--- config.mk ---
export PLATFORM = sky130hd
export DESIGN_NAME = uart_rx_engine
export DESIGN_NICKNAME = d
export VERILOG_FILES = /design/src/rtl/uart_pkg.sv /design/src/rtl/uart_bit_timer.sv /design/src/rtl/uart_rx_engine.sv
export SDC_FILE = /design/constraint.sdc
export NUM_CORES = 1
export LEC_CHECK = 0
export ABC_AREA = 1
export CORE_UTILIZATION = 58
export DETAILED_ROUTE_END_ITERATION = 12
export PLACE_DENSITY = 0.92
export SETUP_SLACK_MARGIN = 0.15
export SLEW_MARGIN = 25
export SYNTH_ARGS = -nofsm -noshare
export SYNTH_HDL_FRONTEND = slang
export SYNTH_HIERARCHICAL = 1
export SYNTH_SLANG_ARGS = --single-unit
export TNS_END_PERCENT = 10
--- constraint.sdc ---
create_clock -name clk -period 3.6 [get_ports clk]
set_clock_uncertainty 0.1 [all_clocks]
set_input_delay 0.36 -clock clk [delete_from_list [all_inputs] [get_ports clk]]
set_output_delay 0.36 -clock clk [all_outputs]
set_load 0.01 [all_outputs]
--- src/rtl/uart_pkg.sv ---
// Shared UART definitions: FSM states, bit-time width, and the parity helper
// used by both the receive and transmit engines.
package uart_pkg;
    localparam int K_W = 19;

    typedef enum logic [1:0] {IDLE, START, SHIFT} state_t;

    // Even parity is the XOR of the data bits; odd parity is its inverse.
    function automatic logic par_calc(input logic [7:0] data, input logic eight, input logic ohel);
        logic p;
        p = eight ? ^data : ^data[6:0];
        return ohel ? ~p : p;
    endfunction
endpackage

--- src/rtl/uart_bit_timer.sv ---
// Loadable down-counter for bit timing. Loading L makes tick fire on the
// L-th cycle after the load edge, then the counter holds at zero.
module uart_bit_timer
    import uart_pkg::*;
(
    input  logic           clk,
    input  logic           reset,
    input  logic           load,
    input  logic [K_W-1:0] load_val,
    output logic           tick
);
    logic [K_W-1:0] cnt;

    assign tick = (cnt == '0);

    always_ff @(posedge clk or posedge reset) begin
        if (reset)
            cnt <= '0;
        else if (load)
            cnt <= load_val - K_W'(1);
        else if (cnt != '0)
            cnt <= cnt - K_W'(1);
    end
endmodule

--- src/rtl/uart_rx_engine.sv ---
// UART receive engine: synchronizes rx, finds the start bit, samples each bit
// at mid-bit, and reports the character with parity/framing/overrun status.
module uart_rx_engine
    import uart_pkg::*;
(
    input  logic           clk,
    input  logic           reset,
    input  logic           rx,
    input  logic           eight,
    input  logic           p_en,
    input  logic           ohel,
    input  logic [K_W-1:0] k,
    input  logic           rd,
    output logic [7:0]     rx_data,
    output logic           rxrdy,
    output logic           perr,
    output logic           ferr,
    output logic           ovf
);
    state_t         state, state_nxt;
    logic           rx_s1, rxs;
    logic           cfg_eight, cfg_pen, cfg_ohel;
    logic [K_W-1:0] cfg_k;
    logic [3:0]     bit_cnt, n_bits;
    logic [9:0]     sr, sr_nxt, aligned;
    logic [7:0]     data;
    logic           rx_par, done, tmr_load, tick;
    logic [K_W-1:0] tmr_val;

    uart_bit_timer u_tmr (
        .clk      (clk),
        .reset    (reset),
        .load     (tmr_load),
        .load_val (tmr_val),
        .tick     (tick)
    );

    assign n_bits  = 4'd8 + {3'b0, cfg_eight} + {3'b0, cfg_pen};
    assign sr_nxt  = {rxs, sr[9:1]};
    // After N samples the first data bit sits at bit 10-N; realign to bit 0.
    assign aligned = sr_nxt >> (4'd10 - n_bits);
    assign data    = cfg_eight ? aligned[7:0] : {1'b0, aligned[6:0]};
    assign rx_par  = cfg_eight ? aligned[8] : aligned[7];

    always_comb begin
        state_nxt = state;
        tmr_load  = 1'b0;
        tmr_val   = cfg_k;
        done      = 1'b0;
        case (state)
            IDLE: if (!rxs) begin
                state_nxt = START;
                tmr_load  = 1'b1;
                tmr_val   = k >> 1;
            end
            START: if (tick) begin
                if (rxs) begin
                    state_nxt = IDLE;
                end else begin
                    state_nxt = SHIFT;
                    tmr_load  = 1'b1;
                end
            end
            SHIFT: if (tick) begin
                tmr_load = 1'b1;
                if (bit_cnt == n_bits - 4'd1) begin
                    done      = 1'b1;
                    state_nxt = IDLE;
                end
            end
            default: state_nxt = IDLE;
        endcase
    end

    always_ff @(posedge clk or posedge reset) begin
        if (reset) begin
            rx_s1     <= 1'b1;
            rxs       <= 1'b1;
            state     <= IDLE;
            cfg_eight <= 1'b0;
            cfg_pen   <= 1'b0;
            cfg_ohel  <= 1'b0;
            cfg_k     <= '0;
            bit_cnt   <= '0;
            sr        <= '0;
        end else begin
            rx_s1 <= rx;
            rxs   <= rx_s1;
            state <= state_nxt;
            if (state == IDLE && !rxs) begin
                cfg_eight <= eight;
                cfg_pen   <= p_en;
                cfg_ohel  <= ohel;
                cfg_k     <= k;
            end
            if (state == START && tick)
                bit_cnt <= '0;
            if (state == SHIFT && tick) begin
                sr      <= sr_nxt;
                bit_cnt <= bit_cnt + 4'd1;
            end
        end
    end

    // Completion beats a same-cycle read; overrun only accrues when unread.
    always_ff @(posedge clk or posedge reset) begin
        if (reset) begin
            rx_data <= 8'h00;
            rxrdy   <= 1'b0;
            perr    <= 1'b0;
            ferr    <= 1'b0;
            ovf     <= 1'b0;
        end else if (done) begin
            rx_data <= data;
            rxrdy   <= 1'b1;
            perr    <= cfg_pen & (rx_par != par_calc(data, cfg_eight, cfg_ohel));
            ferr    <= ~rxs;
            ovf     <= rd ? 1'b0 : (ovf | rxrdy);
        end else if (rd) begin
            rxrdy <= 1'b0;
            perr  <= 1'b0;
            ferr  <= 1'b0;
            ovf   <= 1'b0;
        end
    end
endmodule
# Yosys cells after proc, flatten, opt, wreduce, memory -nomap -nowiden
# Cells that the tools add are included.
# totals
ff_bits	71
inputBits	26
output_inout_bits	12
# op_classes
n_addsub	7
eq_ne	8
n_shift	1
mux	29
bitwise	4
reduce_logical	13
# op_table
cell	n
19-bit two-way mux	4
19-bit by 1-bit subtractor with 19-bit output (second input constant)	2
19-bit logical NOT	1
19-bit nonzero test	1
1-bit two-way mux	15
2-bit two-way mux	5
10-bit by 4-bit >> shifter with 9-bit output	1
4-bit two-way mux	2
8-bit two-way mux	1
2-bit inequality test (second input constant)	4
8-bit parity	1
7-bit parity	1
2-bit one-hot mux with 3 select lines	1
2-bit nonzero test	3
4-bit by 1-bit adder with 4-bit output	1
4-bit by 1-bit adder with 4-bit output (first input constant)	1
4-bit by 1-bit adder with 4-bit output (second input constant)	1
4-bit equality test	1
4-bit AND reduction	1
4-bit by 1-bit subtractor with 4-bit output (second input constant)	1
4-bit subtractor (first input constant)	1
1-bit logical AND	3
1-bit one-hot mux with 3 select lines	1
2-bit by 1-bit equality test with 1-bit output (second input constant)	1
other kinds (7)	8

# Longest topological paths before layout
# logic_depth
depth_word	12
mapped_depth	23

# By module
# Netlist, hierarchy kept.
# by_module_without_submodules
mod	instances	cells_per_inst	area_per_inst_um2
uart_rx_engine	1	362	2692.6
uart_bit_timer	1	230	1540.2

# Worst setup path before layout
# No wires, ideal clock.
# synth_path
path_kind	register to register
startpoint	register u_tmr.cnt[5]
endpoint	register u_tmr.cnt[18]
setup_time_ps	77
arrival_time_ps	2729
required_ps	3423
path_slack_ps	694
stages_incl_launch_ff	20
synth_period_minus_slack_ps	2906
cell_sequence	dfrtp_1 -> or2_1 -> nor3_2 -> nand2_1 -> inv_1 -> inv_1 -> nor2_1 -> inv_1 -> buf_1 -> nand3_1 -> inv_2 -> buf_6 -> o21ai_4 -> ha_1 -> nand3_1 -> nor2_1 -> nand2_1 -> nor2_1 -> nand3_1 -> a21oi_1
# synth_via
elab_chain_cells	4
elab_cells_between_ends	9
# synth_lines
element	line	rtl
start, declared	uart_bit_timer.sv:12	logic [K_W-1:0] cnt;
start signal, assigned	uart_bit_timer.sv:20	cnt <= load_val - K_W'(1);
start signal, assigned	uart_bit_timer.sv:22	cnt <= cnt - K_W'(1);
19-bit logical NOT *	uart_bit_timer.sv:14	assign tick = (cnt == '0);
via tick	uart_rx_engine.sv:27	logic rx_par, done, tmr_load, tick;
1-bit two-way mux (on tied branches)	uart_rx_engine.sv:64, uart_rx_engine.sv:56	
1-bit one-hot mux with 3 select lines *	uart_rx_engine.sv:50	case (state)
via tmr_load	uart_rx_engine.sv:27	
19-bit two-way mux or 2-bit nonzero test (tied branches)	-	
# The timed path passes the listed nets; every way through them passes the cells marked *. The select of a mux whose other input is x is not followed.
# A chain may end at the register's enable or synchronous reset.

# Final worst setup path
# layout_path
startpoint	register u_tmr.cnt[5]
endpoint	register u_tmr.cnt[14]
# The elaborated chain is that of the path after synthesis.

==> impl_metrics.yaml <==
final_layout:
  fin_cells: 728
  multi_input_area_sq_mm: 0.00207
  fillers: 584
  post-route-util_pct: 69.5
  num-nets-final: 658
  seqCellArea_sq_mm: 0.00175
  drive_above_1_share_pct: 12.7
  syn_to_final_growth_pct: 13.4
  diodes: 0
global_route:
  antenna_found_initial: 0
  grt.overflow.total: 0
  grt_pass1_vias: 3753
  grt_max_degree: 52
  grt_pass1_wl_microns: 17200
  track_usage_pct: 29.3
worst_setup_path:
  crit_cells: 19
  worstPathCellList: "or2_1, nor3_2, nand2_1, inv_1, inv_1, nor2_1, inv_1, nand3_1, inv_2, nand2_1, nand2_2, inv_1, ha_1, nand2_2, nor2_4, nand3_1, nand2_1, nand2_1, nor2_2"
  cp_max_fo: 22
  critPathArrivalTime_ps: 3380
  start_kind: "flip-flop"
  cp.required_ps: 3780
  critPathBufInv: 5
  r2r_start: "u_tmr/cnt[5]"
  cp_slowest_cell: "dfrtp_1"
  critical_path_class: "flip-flop to flip-flop"
  reg2reg_depth: 19
  cp-startpoint: "u_tmr/cnt[5]"
  crit_family: "simple AND/OR/NAND/NOR gates"
  cpPeakStageDelay_ps: 410
  worstSetupEndpointType: "flip-flop"
sta:
  slew_violations: 0
  fin_ws_ps: 399
  worst_pin_slew_ps: 866
  min_period_ps: 3200
  fin_tns_setup_ps: 0
  fmax_ghz: 0.312
  finalSetupViolCount: 0
  hold_viol: 0
  period_share_pct: 88.9
  hold-worst-slack_ps: 258
  rsz0062_at_grt: "false"
  slew_headroom_pct: 42.2
outcome:
  outcome: "complete, no violations"
synth:
  syn-num-nets: 623
  syn_area_per_cell_sq_um: 7.15
  synth_cells: 592
  yosys_warnings: 6
  ys_ff_latch: 70
  synth_area_sq_mm: 0.00423
  seq_area_frac_synth_pct: 41.4
  yosysUniqueCellTypes: 37
clocking:
  cts_inserted_buffers: 9
  cts_tree: "built"
  clkSlewWorstSetupHoldPaths_ps: 80
  cts_max_level: 3
  clockBufferDepth: 2
  cts_root_buf: "clkbuf_8"
  clk_latency_ps: 360
  cts_sinks: 70
  ctsResizeCount: 0
power:
  intPower_mw: 1.31
  clkPwrFrac_pct: 27.7
  power.density_mw_per_mm2: 430
  swShare_pct: 36.6
  power.switching_mw: 0.756
  seqPwrFrac_pct: 44.2
  pwr-share-comb_pct: 28.1
  total_leakage_power_nw: 2.44
  irDropWorstVdd_v: 0.000283
min_path:
  min_path_type: "flip-flop to flip-flop"
  min_path_cells: 0
  worstHoldStart: "rx_s1"
floorplan:
  io_pins: 38
  rows: 30
  start_util_pct: 61.3
  core_sq_mm: 0.00691
  chipWidth_microns: 87.4
  die-area_sq_mm: 0.00764
  fp.dieH_microns: 87.4
placement:
  dp.cells: 711
  io_buffers: 37
  post-place-ws_ps: 426
  hpwlAfterDp_microns: 7620
  gp_congestion: 0.963
route:
  routed_wl_microns: 10000
  via_per_inst: 5.36
  wire_per_inst_microns: 13.7
  route.vias.total: 3903
  drtIter0Drc: 259
  drc: 0
  firstDrtPassIters: 5
  final_antenna_net_count: 0
job:
  drv_cap: 0
[cell usage after synthesis]
cell / number / area, sq um
nand2_1: 215 / 807
dfrtp_1: 68 / 1700
inv_1: 66 / 248
o21ai_0: 58 / 290
nand3_1: 41 / 205
nor2_1: 30 / 113
nand2_2: 24 / 150
a21oi_1: 12 / 60.1
nor2_2: 11 / 68.8
clkbuf_1: 7 / 26.3
inv_2: 6 / 22.5
nor2_4: 6 / 67.6
buf_6: 5 / 56.3
ha_1: 5 / 62.6
nand2_4: 4 / 45.0
xnor2_1: 4 / 35.0
buf_4: 3 / 22.5
nand3b_1: 3 / 22.5
nand4_1: 3 / 18.8
clkinv_1: 2 / 7.51
dfstp_2: 2 / 52.6
o22ai_1: 2 / 12.5
a21oi_2: 1 / 8.76
a21oi_4: 1 / 16.3
and3_1: 1 / 6.26
buf_1: 1 / 3.75
buf_12: 1 / 20.0
nand3_2: 1 / 10.0
nor3_1: 1 / 5.00
nor3_2: 1 / 10.0
o21a_1: 1 / 7.51
o21ai_1: 1 / 5.00
o21ai_4: 1 / 16.3
o21bai_1: 1 / 7.51
or2_1: 1 / 6.26
or2_2: 1 / 6.26
xor2_1: 1 / 8.76
[cells by family after synthesis]
| family | count (synthesis) | share of synthesized area (%) |
|---|---|---|
| simple gates | 343 | 36.4 |
| buf+inv | 91 | 9.61 |
| compound gates | 78 | 10.0 |
| flops | 70 | 41.4 |
| xor+xnor | 5 | 1.03 |
| fa+ha+maj | 5 | 1.48 |
[state kept, by name, indices dropped and copies added (netlist names)]
signal,count
bit_cnt,4
cfg_eight,1
cfg_k,19
cfg_ohel,1
cfg_pen,1
ferr,1
ovf,1
perr,1
rx_data,8
rx_s1,1
rxrdy,1
rxs,1
sr,9
state,2
u_tmr/cnt,19
[power by group through the flow]
| stage | Clock [mW] | Combinational, mW | Sequential [mW] |
|---|---|---|---|
| after CTS | 0.577 | 0.571 | 0.911 |
| after global routing | 0.606 | 0.654 | 0.918 |
| after detailed placement | 0 | 0.565 | 0.925 |
| final | 0.573 | 0.581 | 0.912 |
| after global placement | 0 | 0.552 | 0.919 |
| after floorplan | 0 | 0.444 | 0.910 |
[metrics by stage]
stage          area [sq um]  power, mW
3_3_place_gp           4620       1.47
5_1_grt                4800       2.18
6_report               4800       2.07
3_5_place_dp           4620       1.49
2_1_floorplan          4230       1.35
4_1_cts                4790       2.06
[placed cells by master, fill, tap and decap left out, types with 5 or more instances in the layout]
master / n
nand3_1: 41
nand2_1: 215
clkdlybuf4s50_1: 37
inv_1: 65
nand2_2: 24
inv_2: 6
a21oi_1: 12
clkinvlp_4: 5
clkbuf_8: 9
nor2_1: 30
dfrtp_1: 68
o21ai_0: 58
nor2_2: 11
nor2_4: 6
ha_1: 5
[timing repair]
item | CTS | global route
endpoints found under the setup margin | 0 | 4
buffers inserted | 0 | 1
hold buffers | 0 | 0
endpoints found under the hold margin | 0 | 0
[area by class of cell]
cell class / instances / area share, %
sequential: 70 / 36.5
tap: 96 / 2.50
inverter: 74 / 5.81
clock buffer: 9 / 2.58
timing repair buffer: 41 / 8.34
clock inverter: 7 / 1.07
multi-input combinational: 431 / 43.2
[metal layers]
| metal | global-route usage, % | up-vias | part of all wire, % |
|---|---|---|---|
| li1 | - | 1915 | - |
| met1 | 36.1 | 1800 | 42 |
| met5 | 0 | - | 0 |
| met4 | 15.1 | 0 | 3.6 |
| met3 | 5.02 | 34 | 5.8 |
| met2 | 49.3 | 154 | 49 |
[path summary, 6_finish.rpt]
check                           slack [ps]            end
worst max-delay path                   400  u_tmr/cnt[14]
worst min-delay path                   260            rxs
worst max register to register         400  u_tmr/cnt[14]
worst min register to register         260            rxs
max in group asynchronous             2460       cfg_k[5]
min in group asynchronous              420   u_tmr/cnt[3]
Note: power is estimated with default switching activity, not from simulation.
